**src/rtl/uart_rx_pkg.sv**
```systemverilog
`default_nettype none
// ============================================================================
// uart_rx_pkg : receiver state encoding and oversampling constants. Rev 1.0
// ============================================================================
package uart_rx_pkg;

   typedef enum logic [2:0] {
      IDLE      = 3'd0,
      START     = 3'd1,
      DATA      = 3'd2,
      PARITY    = 3'd3,
      STOP      = 3'd4,
      WAIT_HIGH = 3'd5
   } rx_state_e;

   localparam int OVERSAMPLE = 16;
   localparam int MID_SAMPLE = 8;
   localparam int OS_W       = $clog2(OVERSAMPLE);

endpackage
`default_nettype wire

```
**src/rtl/uart_rx_sync_fifo.sv**
```systemverilog
`default_nettype none
// ============================================================================
// uart_rx_sync_fifo : first-word-fall-through FIFO with full/empty/count.
// Rev 1.0
// ============================================================================
module uart_rx_sync_fifo #(
   parameter int WIDTH = 9,
   parameter int DEPTH = 16
) (
   input  logic                     clk_i,
   input  logic                     rst_ni,
   input  logic                     push_i,
   input  logic [WIDTH-1:0]         data_i,
   input  logic                     pop_i,
   output logic [WIDTH-1:0]         data_o,
   output logic                     empty_o,
   output logic                     full_o,
   output logic [$clog2(DEPTH):0]   count_o
);

   localparam int AW = $clog2(DEPTH);

   logic [WIDTH-1:0] mem_q [DEPTH];
   logic [AW-1:0]    wr_ptr_q;
   logic [AW-1:0]    rd_ptr_q;
   logic [AW:0]      count_q;
   logic             wr_en;
   logic             rd_en;

   assign empty_o = (count_q == '0);
   assign full_o  = (count_q == (AW+1)'(DEPTH));
   assign count_o = count_q;

   // A pop frees a slot in the same cycle, so a push into a full FIFO with a pop succeeds.
   assign rd_en   = pop_i & ~empty_o;
   assign wr_en   = push_i & (~full_o | rd_en);

   assign data_o  = empty_o ? '0 : mem_q[rd_ptr_q];

   always_ff @(posedge clk_i) begin
      if (wr_en) begin
         mem_q[wr_ptr_q] <= data_i;
      end
   end

   always_ff @(posedge clk_i or negedge rst_ni) begin
      if (!rst_ni) begin
         wr_ptr_q <= '0;
         rd_ptr_q <= '0;
         count_q  <= '0;
      end else begin
         if (wr_en) wr_ptr_q <= wr_ptr_q + AW'(1);
         if (rd_en) rd_ptr_q <= rd_ptr_q + AW'(1);
         case ({wr_en, rd_en})
            2'b10:   count_q <= count_q + (AW+1)'(1);
            2'b01:   count_q <= count_q - (AW+1)'(1);
            default: count_q <= count_q;
         endcase
      end
   end

endmodule
`default_nettype wire

```
**src/rtl/uart_rx_fifo.sv**
```systemverilog
`default_nettype none
// ============================================================================
// uart_rx_fifo : 16x-oversampled UART receiver feeding an error-tagged FWFT FIFO.
// Define UART_RX_PARITY_EN to expect a parity bit after the data bits. Rev 1.0
// ============================================================================
module uart_rx_fifo
   import uart_rx_pkg::*;
#(
   parameter int DATA_W     = 8,
   parameter int FIFO_DEPTH = 16,
   parameter int DIV_W      = 16
) (
   input  logic                          CLOCK,
   input  logic                          reset,
   input  logic                          Rx_raw,
   input  logic [DIV_W-1:0]              baud_div,
   input  logic                          par_odd,
   input  logic                          Rd_en,
   input  logic                          clr_ovrflw,
   output logic [DATA_W-1:0]             out,
   output logic                          d_valid,
   output logic                          SFE,
   output logic                          par_err,
   output logic                          overflow,
   output logic [$clog2(FIFO_DEPTH):0]   fifo_count
);

`ifdef UART_RX_PARITY_EN
   localparam int ENTRY_W = DATA_W + 2;
`else
   localparam int ENTRY_W = DATA_W + 1;
`endif

   rx_state_e          state_q;
   logic               sync1_q, sync2_q, sync3_q;
   logic [DIV_W-1:0]   cnt_q;
   logic [DIV_W-1:0]   div_m1;
   logic [OS_W-1:0]    os_q;
   logic [3:0]         bit_q;
   logic [DATA_W-1:0]  shreg_q;
   logic               push_q;
   logic               push_sfe_q;
   logic               overflow_q;
   logic               rx_s, fall, tick, mid;
   logic [ENTRY_W-1:0] push_entry, head;
   logic               fifo_empty, fifo_full, drop;

   assign rx_s   = sync2_q;
   assign fall   = sync3_q & ~sync2_q;
   assign div_m1 = (baud_div == '0) ? '0 : baud_div - DIV_W'(1);
   assign tick   = (state_q != IDLE) && (cnt_q == '0);
   assign mid    = tick && (os_q == OS_W'(MID_SAMPLE - 1));

   always_ff @(posedge CLOCK or negedge reset) begin
      if (!reset) begin
         sync1_q <= 1'b1;
         sync2_q <= 1'b1;
         sync3_q <= 1'b1;
      end else begin
         sync1_q <= Rx_raw;
         sync2_q <= sync1_q;
         sync3_q <= sync2_q;
      end
   end

   always_ff @(posedge CLOCK or negedge reset) begin
      if (!reset) begin
         cnt_q <= '0;
      end else if (state_q == IDLE) begin
         if (fall) cnt_q <= div_m1;
      end else if (cnt_q == '0) begin
         cnt_q <= div_m1;
      end else begin
         cnt_q <= cnt_q - DIV_W'(1);
      end
   end

`ifdef UART_RX_PARITY_EN
   logic par_bit_q;
   logic push_perr_q;
   assign push_entry = {push_perr_q, push_sfe_q, shreg_q};
`else
   logic unused_par_odd;
   assign unused_par_odd = par_odd;
   assign push_entry     = {push_sfe_q, shreg_q};
`endif

   always_ff @(posedge CLOCK or negedge reset) begin
      if (!reset) begin
         state_q    <= IDLE;
         os_q       <= '0;
         bit_q      <= '0;
         shreg_q    <= '0;
         push_q     <= 1'b0;
         push_sfe_q <= 1'b0;
`ifdef UART_RX_PARITY_EN
         par_bit_q   <= 1'b0;
         push_perr_q <= 1'b0;
`endif
      end else begin
         push_q <= 1'b0;
         if (tick) os_q <= os_q + OS_W'(1);
         case (state_q)
            IDLE: begin
               if (fall) begin
                  state_q <= START;
                  os_q    <= '0;
               end
            end
            START: begin
               if (mid) begin
                  state_q <= rx_s ? IDLE : DATA;
                  bit_q   <= '0;
               end
            end
            DATA: begin
               if (mid) begin
                  shreg_q <= {rx_s, shreg_q[DATA_W-1:1]};
                  bit_q   <= bit_q + 4'd1;
                  if (bit_q == 4'(DATA_W - 1)) begin
`ifdef UART_RX_PARITY_EN
                     state_q <= PARITY;
`else
                     state_q <= STOP;
`endif
                  end
               end
            end
`ifdef UART_RX_PARITY_EN
            PARITY: begin
               if (mid) begin
                  par_bit_q <= rx_s;
                  state_q   <= STOP;
               end
            end
`endif
            STOP: begin
               if (mid) begin
                  push_q     <= 1'b1;
                  push_sfe_q <= ~rx_s;
`ifdef UART_RX_PARITY_EN
                  push_perr_q <= ((^shreg_q) ^ par_bit_q) != par_odd;
`endif
                  // A low stop bit may be a break; wait for the line to recover before rearming.
                  state_q <= rx_s ? IDLE : WAIT_HIGH;
               end
            end
            WAIT_HIGH: begin
               if (rx_s) state_q <= IDLE;
            end
            default: state_q <= IDLE;
         endcase
      end
   end

   uart_rx_sync_fifo #(
      .WIDTH (ENTRY_W),
      .DEPTH (FIFO_DEPTH)
   ) u_fifo (
      .clk_i   (CLOCK),
      .rst_ni  (reset),
      .push_i  (push_q),
      .data_i  (push_entry),
      .pop_i   (Rd_en),
      .data_o  (head),
      .empty_o (fifo_empty),
      .full_o  (fifo_full),
      .count_o (fifo_count)
   );

   assign drop = push_q & fifo_full & ~Rd_en;

   always_ff @(posedge CLOCK or negedge reset) begin
      if (!reset) begin
         overflow_q <= 1'b0;
      end else if (drop) begin
         overflow_q <= 1'b1;
      end else if (clr_ovrflw) begin
         overflow_q <= 1'b0;
      end
   end

   assign out      = head[DATA_W-1:0];
   assign SFE      = head[DATA_W];
   assign d_valid  = ~fifo_empty;
   assign overflow = overflow_q;
`ifdef UART_RX_PARITY_EN
   assign par_err  = head[DATA_W+1];
`else
   assign par_err  = 1'b0;
`endif

endmodule
`default_nettype wire
```
**config.mk**
```make
export PLATFORM = sky130hd
export DESIGN_NAME = uart_rx_fifo
export DESIGN_NICKNAME = d
export VERILOG_FILES = /design/src/rtl/uart_rx_pkg.sv /design/src/rtl/uart_rx_sync_fifo.sv /design/src/rtl/uart_rx_fifo.sv
export SDC_FILE = /design/constraint.sdc
export NUM_CORES = 1
export LEC_CHECK = 0
export ABC_AREA = 1
export ABC_CLOCK_PERIOD_IN_PS = 2700
export CAP_MARGIN = 20
export CORE_MARGIN = 2
export CORE_UTILIZATION = 50
export DETAILED_ROUTE_END_ITERATION = 6
export MAX_ROUTING_LAYER = met4
export PLACE_DENSITY = 0.73
export SLEW_MARGIN = 20
export SYNTH_ARGS = -nofsm -noshare
export SYNTH_HDL_FRONTEND = slang
export SYNTH_SLANG_ARGS = --single-unit
```
**constraint.sdc**
```tcl
create_clock -name CLOCK -period 2.7 [get_ports CLOCK]
set_clock_uncertainty 0.15 [all_clocks]
set_input_delay 0.54 -clock CLOCK [delete_from_list [all_inputs] [get_ports CLOCK]]
set_output_delay 0.54 -clock CLOCK [all_outputs]
set_load 0.01 [all_outputs]
```
==> results.json <==
{
  "synth_compound_area_share_pct": 11.80,
  "final_common_cell": "edfxtp_1",
  "drive_gt1_share_pct": 21.82,
  "grt_pass1_vias": 6418,
  "cts_buffers": 17,
  "ant_nets": 0,
  "die_h_um": 138.3,
  "gp_congestion": 0.8762,
  "core.rowCount": 49,
  "vias": 6705,
  "start_util_pct": 50.56,
  "crit_arrival_ps": 2120,
  "yosysWarnings": 0,
  "violations": "negative setup slack",
  "dp_cells": 1122,
  "die_w_um": 138.3,
  "setup_viol": 7,
  "diodes": 0,
  "synth_xor_area_share_pct": 2.330,
  "synthAdderAreaFrac_pct": 1.526,
  "portBuffers": 36,
  "routed_wirelength_um": 22220,
  "grt_max_degree": 23,
  "clk_path_buf_depth": 2,
  "die_area_sq_um": 19130,
  "syn-num-nets": 874,
  "place_hpwl_um": 13450,
  "worst_pin_slew_ps": 734.5,
  "clkSlewWorstSetupHoldPaths_ps": 70,
  "core_area_sq_um": 17840,
  "crit_type": "register to primary output",
  "mappedNetlistArea_sq_um": 9020,
  "first_pass_iters": 5,
  "synth-edff-count": 144,
  "fmax_mhz": 355.9,
  "antenna_found_initial": 0,
  "drc": 0,
  "cts_tree": "done",
  "wl_per_cell_um": 18.94,
  "cp_max_fo": 5,
  "synth_area_per_cell_sq_um": 10.73,
  "fin_nets": 964,
  "setup_tns_ps": -351.8,
  "cp.required_ps": 2010,
  "yosysSeqAreaShare_pct": 62.96,
  "grt_pass1_wl_um": 33280,
  "final_cell_mix": "144 x edfxtp_1, 128 x nor2_1, 85 x nand2_1, 62 x o21ai_0, 54 x inv_1",
  "final-instance-count-excl-fill": 1173,
  "synth_top_cell_by_area": "edfxtp_1",
  "slew_viol_final": 0,
  "cp-end-kind": "primary output",
  "outcome": "finished, violations left",
  "r2r_slack_ps": 460,
  "maxCapViolCount": 0,
  "cts.sinks": 198,
  "synth_top_area_share_pct": 47.94,
  "synth_cells": 841,
  "synth_top_family_by_area": "simple AND/OR/NAND/NOR gates",
  "fill_cells": 1349,
  "rsz0062_at_grt": "yes",
  "async_flop_share_pct": 27.27,
  "hp-class": "register to register",
  "synthMuxAreaShare_pct": 1.165,
  "post-route-min-period_ps": 2810,
  "max_slew_margin_pct": 51.04,
  "viasPerCell": 5.716,
  "yosys.area_share.simple_pct": 15.87,
  "peakVddDrop_v": 0.0006674,
  "boundaryPins": 39,
  "grt_overflow": 0,
  "worst_slack_ps": -110.0,
  "crit_path_start_kind": "register",
  "ys_ff_latch": 198,
  "ys_types": 46,
  "synth.area.top_cells": "edfxtp_1 48%, dfrtp_1 14%, nor2_1 5.7%",
  "cellLeakagePower_nw": 4.643,
  "cts_root_buf": "clkbuf_16",
  "clk_latency_ps": 430,
  "period_share_pct": 104.1,
  "area_growth_pct": 23.00,
  "grt_usage_pct": 23.05,
  "hold_viol": 0,
  "power_density_nw_per_um2": 1037,
  "drt-initial-drc-count": 488,
  "htree_num_levels": 4,
  "synthFlopType": "edfxtp_1"
}
[per-layer routing]
layer	vias up	global-route usage, %	wire length (um)	part of all wire (%)
li1	3157	-	-	-
met1	3238	27.38	8856	40
met2	261	38.98	11320	51
met3	49	4.607	1415	6.4
met4	0	8.915	626	2.8
met5	-	-	0	0
[critical path, stage by stage (launching register included)]
cell and delay, ps:
dfrtp_2 470, clkinv_4 120, buf_8 140, buf_6 130, o21ai_0 90, o221ai_1 180
nand3_1 170, a21oi_2 210, buf_2 160
[timing repair]
item                                    4_1_cts  5_1_grt
gates cloned                                  4        6
hold buffers                                  1        0
endpoints found under the hold margin        16        0
pin swaps                                    19       47
endpoints found under the setup margin        9        9
resized for setup                            64       72
setup buffers                                 5        6
[metrics by stage]
step                      area (sq um)  power [W]  util (%)  hold WS (ps)  setup slack, ps
after floorplan                   9020   0.006423         -         94.41            638.3
after global placement            9945   0.007815     55.74         195.9            16.96
after detailed placement          9945   0.007935     55.74         199.6           -33.20
after CTS                        10750    0.01082     60.24         209.7           -27.61
after global routing             11090    0.01212     62.19         210.3           -159.6
final                            11090    0.01151     62.19         209.6           -110.0
[power by group]
group	internal (W)	switching, W
clock network	0.00140	0.00117
registers	0.00346	0.000228
logic	0.00218	0.00307
total	0.00704	0.00447
[path summary, 6_finish.rpt]
check,from,cells after the start,to
max,u_fifo.rd_ptr_q[0],8,out[1]
min,sync1_q,0,rx_s
max reg2reg,cnt_q[0],10,cnt_q[9]
min reg2reg,sync1_q,0,rx_s
max in group asynchronous,reset,3,sync3_q
min in group asynchronous,reset,2,cnt_q[3]
[area by class of cell]
type	count	area, sq um	share of cell area (%)
well taps	229	286.5	2.583
inverters	67	262.8	2.368
repair buffers	102	1081	9.744
clock inverters	13	167.7	1.511
flip-flops and latches	198	5680	51.20
multi-input cells	545	3183	28.69
clock buffers	19	432.9	3.902
[synth_stat cells, types with 4 or more instances]
| master | n |
|---|---|
| inv_1 | 54 |
| nand2_2 | 8 |
| nand3_1 | 54 |
| o21ai_0 | 90 |
| o21ai_1 | 11 |
| nor3_1 | 6 |
| edfxtp_1 | 144 |
| inv_2 | 10 |
| nand2_1 | 85 |
| o22ai_1 | 7 |
| mux2_4 | 7 |
| nand4_1 | 7 |
| nor2_4 | 4 |
| a21oi_1 | 26 |
| o221ai_1 | 32 |
| clkbuf_1 | 23 |
| nor2_2 | 10 |
| xor2_1 | 22 |
| ha_1 | 11 |
| nor2_1 | 136 |
| buf_2 | 4 |
| dfrtp_1 | 51 |
[state kept, by name, indices dropped and copies added, names as in the netlist]
register and cells:
os_q 4, shreg_q 8, push_sfe_q 1, u_fifo.count_o 5
u_fifo.mem_q 144, cnt_q 16, state_q 3, bit_q 4
u_fifo.wr_ptr_q 4, u_fifo.rd_ptr_q 4, sync3_q 1, sync1_q 1
push_q 1, rx_s 1, overflow 1
[cells by family after synthesis]
| group | count (synthesis) |
|---|---|
| and+or+nand+nor | 323 |
| muxes | 7 |
| buffers and inverters | 98 |
| AOI/OAI and AO/OA | 179 |
| xor gates and xnor gates | 24 |
| other | 1 |
| adders and majority gates | 11 |
| DFF | 198 |
Power figures use the tool's default switching activity.
==> edit 1: new RTL, config.mk and constraints unchanged <==
The 6 states of `rx_state_e` get a one-hot encoding in 6 bits.
--- a/src/rtl/uart_rx_pkg.sv
+++ b/src/rtl/uart_rx_pkg.sv
@@ -4,13 +4,13 @@
 // ============================================================================
 package uart_rx_pkg;
 
-   typedef enum logic [2:0] {
-      IDLE      = 3'd0,
-      START     = 3'd1,
-      DATA      = 3'd2,
-      PARITY    = 3'd3,
-      STOP      = 3'd4,
-      WAIT_HIGH = 3'd5
+   typedef enum logic [5:0] {
+      IDLE      = 6'b000001,
+      START     = 6'b000010,
+      DATA      = 6'b000100,
+      PARITY    = 6'b001000,
+      STOP      = 6'b010000,
+      WAIT_HIGH = 6'b100000
    } rx_state_e;
 
    localparam int OVERSAMPLE = 16;
Formal check against the unedited RTL: no difference found for any inputs over 10 cycles, from zero or initial values and one cycle with reset low; not proved beyond that.
==> edit 1 against the original RTL <==
  * The run still ends with negative setup slack left
  * Maximum frequency up 1.4%
  * Count of clock-buffer cells in the layout down 1
  * Sequential cell count up 2
  * Register-to-register slack better by 70 ps
  * Area after synthesis up 1.0%
  * Final area up 1.2%
  * Die area up 1.0%
  * Worst setup slack better by 40 ps
  * Wire length down 4.9%
  * Power up 1.3%
  * Clock power down 5%
  * Worst hold slack worse by 98 ps
==> edit 1: results (changes against the original RTL) <==
* Status: complete, but fails checks
* Failing checks: negative setup slack
* Synth top cells by count: 144 x edfxtp_1, 133 x nor2_1, 94 x o21ai_0
* Post-CTS setup buffers at 8 (+3)
* DP Area at 10000 um^2 (+0.75%)
* Critical path arrival at 2080 ps (-40 ps)
* Lkg Pwr at 0.00468 uW (+0.74%)
* Routed wire length at 21.1 mm (-4.9%)
* Invs w/o clock at 73 (+9.0%)
* Clk power at 2430 uW (-5%)
* Met2 GRT Util at 0.371 (-0.0185)
* Met3 WL post-DR at 1.05 mm (-26%)
* Synth Register Bits at 200 (+1.0%)
* Setup TNS at -244 ps (+108 ps)
* Global Route Usage Sum at 0.226 (-0.00470)
* Clock network area share at 0.0505 (-0.00367)
* Top cells by area, synth: edfxtp_1 47%, dfrtp_1 14%, nor2_1 5.5%, o21ai_0 5.2%, nand2_1 3.7%
* Final cell count without fillers at 1172 (-0.085%)
* Full die area at 19300 um^2 (+1.0%)
* Post_cts resized at 88 (+38%)
* Avg Inst Size Synth at 10.8 um^2 (+0.92%)
* Count of multi-input gates at 539 (-1.1%)
* Met1 usage at 0.275 (+0.00168)
* First-pass GRT wire length at 33.0 mm (-0.91%)
* CP max FO at 8 (+3)
* Met2 wire len at 10.6 mm (-6.0%)
* Post-Syn Nets at 876 (+0.23%)
* Layout non-clock buf frac at 0.0978 (+0.000376)
* Dpl ws at 22.2 ps (+55.4 ps)
* DRT iter0 DRCs at 536 (+9.8%)
* Clock Buffer Count at 18 (-1)
* Slew at the pin closest to its max-slew limit at 767 ps (+33.0 ps)
* Slack of the critical path at -69.9 ps (+40.1 ps)
* Placed cell count at 1118 (-0.36%)
* Met3 usage in global routing at 0.0380 (-0.00809)
* Multi-input combinational area share at 0.291 (+0.00387)
* Sw Share at 0.387 (-0.00113)
* Routed vias/inst at 5.66 (-0.96%)
* Syn-to-layout area delta at 23.2%
* Largest net degree at the start of global routing at 57 (+150%)
* Worst hold path type: input port to asynchronous set/reset pin
* Detailed-placement wirelength estimate at 13.0 mm (-3.2%)
* Internal Pwr Total at 7140 uW (+1.5%)
* Layout cell share with drive strength beyond 1 at 0.226 (+0.00765)
* Combinational logic power at 5490 uW (+4.6%)
* Worst R2R Start: u_fifo.count_o[2]
* Maximum VDD drop at 0.794 mV (+19%)
* Largest delay share family, worst path: compound AO/OA/AOI/OAI gates
* Largest stage delay on the critical path at 450 ps (-20 ps)
* Met1 WL at 8.79 mm (-0.71%)
* Number of setup violations in the final report at 8 (+1)
* Synth async-reset ratio at 0.280 (+0.00727)
* Vias in the first global route at 6305 (-1.8%)
[edit 1: cell types whose count changed in the layout (fill, tap and decap cells not counted), sizes merged, moves of 3 or more]
cell and change:
nand2 +5, o211ai +7, a21oi -10, nor2 -8
inv +6, xor2 -3, mux2 -7, or2 -4
nand4 +9
[edit 1: cell families (layout without fill, tap and decap cells)]
family,Yosys count,after routing,share of synthesized area
other,1,1,0.000411
adders and majority gates,12,12,0.0165
DFF,200,200,0.629
buffers and inverters,103,204,0.0449
xor gates and xnor gates,23,23,0.0221
and+or+nand+nor,329,329,0.167
AOI/OAI and AO/OA,174,174,0.120
[edit 1: final timing paths]
path | cells after the start | slack (ps) | end
worst max register to register | 15 | 530 | u_fifo.count_o[4]
max in group asynchronous | 2 | 1760 | u_fifo.rd_ptr_q[0]
min in group CLOCK | 0 | 210 | rx_s
worst min-delay path | 2 | 110 | state_q[4]
worst max-delay path | 8 | -70 | out[4]
worst min register to register | 0 | 210 | rx_s
==> edit 2: new RTL, same settings <==
Made on the original files. The option `UART_RX_PARITY_EN` is turned on by a define.
--- a/src/rtl/uart_rx_fifo.sv
+++ b/src/rtl/uart_rx_fifo.sv
@@ -3,6 +3,8 @@
 // uart_rx_fifo : 16x-oversampled UART receiver feeding an error-tagged FWFT FIFO.
 // Define UART_RX_PARITY_EN to expect a parity bit after the data bits. Rev 1.0
 // ============================================================================
+`define UART_RX_PARITY_EN
+
 module uart_rx_fifo
    import uart_rx_pkg::*;
 #(
Function: no difference found for any inputs over 10 cycles, from zero or initial values and one cycle with reset low; that may be too few to reach the edited logic, so the function may still have changed.
==> edit 2 against the original RTL <==
  * The flow still finishes with violations (negative setup slack)
  * Final area rose by 12%
  * Area after synthesis rose by 10%
  * Maximum frequency down 0.47%
  * Via count rose by 14%
  * Global-route usage rose by 0.64 points
  * Power rose by 10%
  * Wire length increased by 12%
  * Sequential power is 8.7% higher
  * Die area rose by 9.7%
  * Worst setup slack worse by 13 ps
  * Sequential cell count is 18 higher
==> edit 2: results (changes against the original RTL) <==
* Biggest regs: u_fifo.mem_q x160, cnt_q x16, shreg_q x8
* Later-pin clock latency in the skew report at 500 ps (+70 ps)
* Top cells by area, synth: edfxtp_1 48%, dfrtp_1 13%, nor2_1 5.9%, o21ai_0 5.4%, nand2_1 4.9%
* Clock buffer depth at 3 (+1)
* H-tree levels at 1 (-3)
* R2R setup slack at 620 ps (+160 ps)
* Syn. warnings at 0 (unchanged)
* Lkg Pwr at 0.00510 uW (+9.8%)
* Synth async-reset ratio at 0.259 (-0.0135)
* Number of setup violations in the final report at 10 (+3)
* Maximum VDD drop at 0.477 mV (-29%)
* Cell variety after synth at 40 (-13%)
* GPL Wtd Cong at 0.908 (+3.7%)
* Initial antenna violation count at 0 (unchanged)
* Slack of the critical path at -123 ps (-13.3 ps)
* CTS buffer count at 22 (+5)
* Reg2reg path depth at 12 (+2)
* Global Route Usage Sum at 0.237 (+0.00638)
* Critical path arrival at 2130 ps
* Crit path to: out[2]
* Final Max Tran Viols at 0 (unchanged)
* Vias in the first global route at 7294 (+14%)
* Register area share after synthesis at 0.626 (-0.00394)
* EDFF count, synth at 160 (+11%)
* Number of diodes at 0 (unchanged)
* Detailed-placement wirelength estimate at 14.7 mm (+9.0%)
* First-pass GRT wire length at 37.5 mm (+13%)
* Post-Syn Nets at 985 (+13%)
* Synth top cells by count: 160 x edfxtp_1, 155 x nor2_1, 130 x nand2_1
* Routed vias/inst at 5.70 (-0.21%)
* CP max-delay cell: dfrtp_2
* Status: complete, but fails checks
* Worst hold path type: register to register
* Clock root buffer: clkbuf_16
* Failing checks: negative setup slack
* Nets at 1087 (+13%)
* Drt pass-1 iters at 6 (+1)
* R2R Path End: cnt_q[7]
* Slew at the pin closest to its max-slew limit at 730 ps (-4.63 ps)
* Largest stage delay on the critical path at 450 ps (-20 ps)
* CTS clk-pin slew, worst paths at ~60 ps
* Worst R2R Start: cnt_q[0]
* CP max FO at 12 (+7)
* Routed wire length at 24.9 mm (+12%)
* Largest net degree at the start of global routing at 33 (+43%)
* DRT iter0 DRCs at 729 (+49%)
* Layout cell share with drive strength beyond 1 at 0.207 (-0.0107)
* I/O Buffers at 38 (+5.6%)
==> edit 2: changes by cell type after synthesis, moves of 9 or more <==
cell      unedited run  this run
edfxtp_1           144       160
inv_1               54        64
nand2_1             85       130
nand3_1             54        69
nor2_1             136       155
o21ai_0             90       108
xnor2_1              2        11
==> edit 2: cell type report <==
class,count,area [um^2]
Fill cell,1428,7010
Sequential cell,216,6210
Multi-Input combinational cell,631,3550
Timing Repair Buffer,111,1320
Clock buffer,33,661
Tap cell,265,332
Inverter,72,283
Clock inverter,7,90.1
==> edit 2: how the worst min path moves through the flow <==
| stage | from | to | slack, ps | cells after the start |
|---|---|---|---|---|
| 6_report | sync1_q | rx_s | 210 | 0 |
| 5_1_grt | sync1_q | rx_s | 210 | 0 |
| 4_1_cts | sync1_q | rx_s | 210 | 0 |
| 3_5_place_dp | sync1_q | rx_s | 200 | 0 |
| 3_3_place_gp | sync1_q | rx_s | 200 | 0 |
| 2_1_floorplan | reset | bit_q[0] | 90 | 0 |
==> edit 2: through the flow <==
step	setup slack, ps	instances	TNS, ps	hold slack (ps)	instance area (um^2)
after floorplan	596	952	0	94.4	9920
final	-123	1335	-436	205	12400
after CTS	-109	1322	-648	208	12000
after detailed placement	-46.6	1268	-101	199	11000
after global routing	-170	1335	-1130	214	12400
after global placement	-12.2	1268	-16.0	196	11000
==> edit 2: worst register-to-register path, cell delays in order (launching register included) <==
cell and delay [ps]:
dfrtp_1 370, inv_1 130, ha_1 290, nand4_1 110
nor2_1 100, nand2_1 80, nand2_2 140, inv_2 130
nor2_4 150, nand2_2 90, inv_4 120, nand2_1 90
nand3_1 70
==> edit 2: routing by layer <==
metal	up-vias	global-route usage	part of all wire	wire, um
met3	79	0.0303	0.068	1700
met1	3664	0.299	0.40	9930
li1	3547	-	-	-
met4	0	0.0966	0.038	958
met5	-	-	0	0
met2	325	0.392	0.50	12400
==> edit 2: cells by family after synthesis <==
family / Yosys count / share of synthesized area
xor+xnor: 35 / 0.0309
flops: 216 / 0.626
buf+inv: 105 / 0.0416
fa+ha+maj: 11 / 0.0139
simple gates: 403 / 0.180
compound gates: 182 / 0.108
==> edit 2: repair_timing <==
item	4_1_cts	5_1_grt
endpoints found under the setup margin	10	11
hold endpoints to repair	21	0
hold buffers	1	0
pin swaps	32	54
gates cloned	4	10
resized for setup	88	86
setup buffers	10	8
==> edit 2: power breakdown <==
group / leakage, uW / total [uW] / switching, uW / internal [uW]
clock: 0.000366 / 3120 / 1230 / 1880
sequential: 0.00246 / 4010 / 260 / 3750
combinational: 0.00228 / 5540 / 3150 / 2400
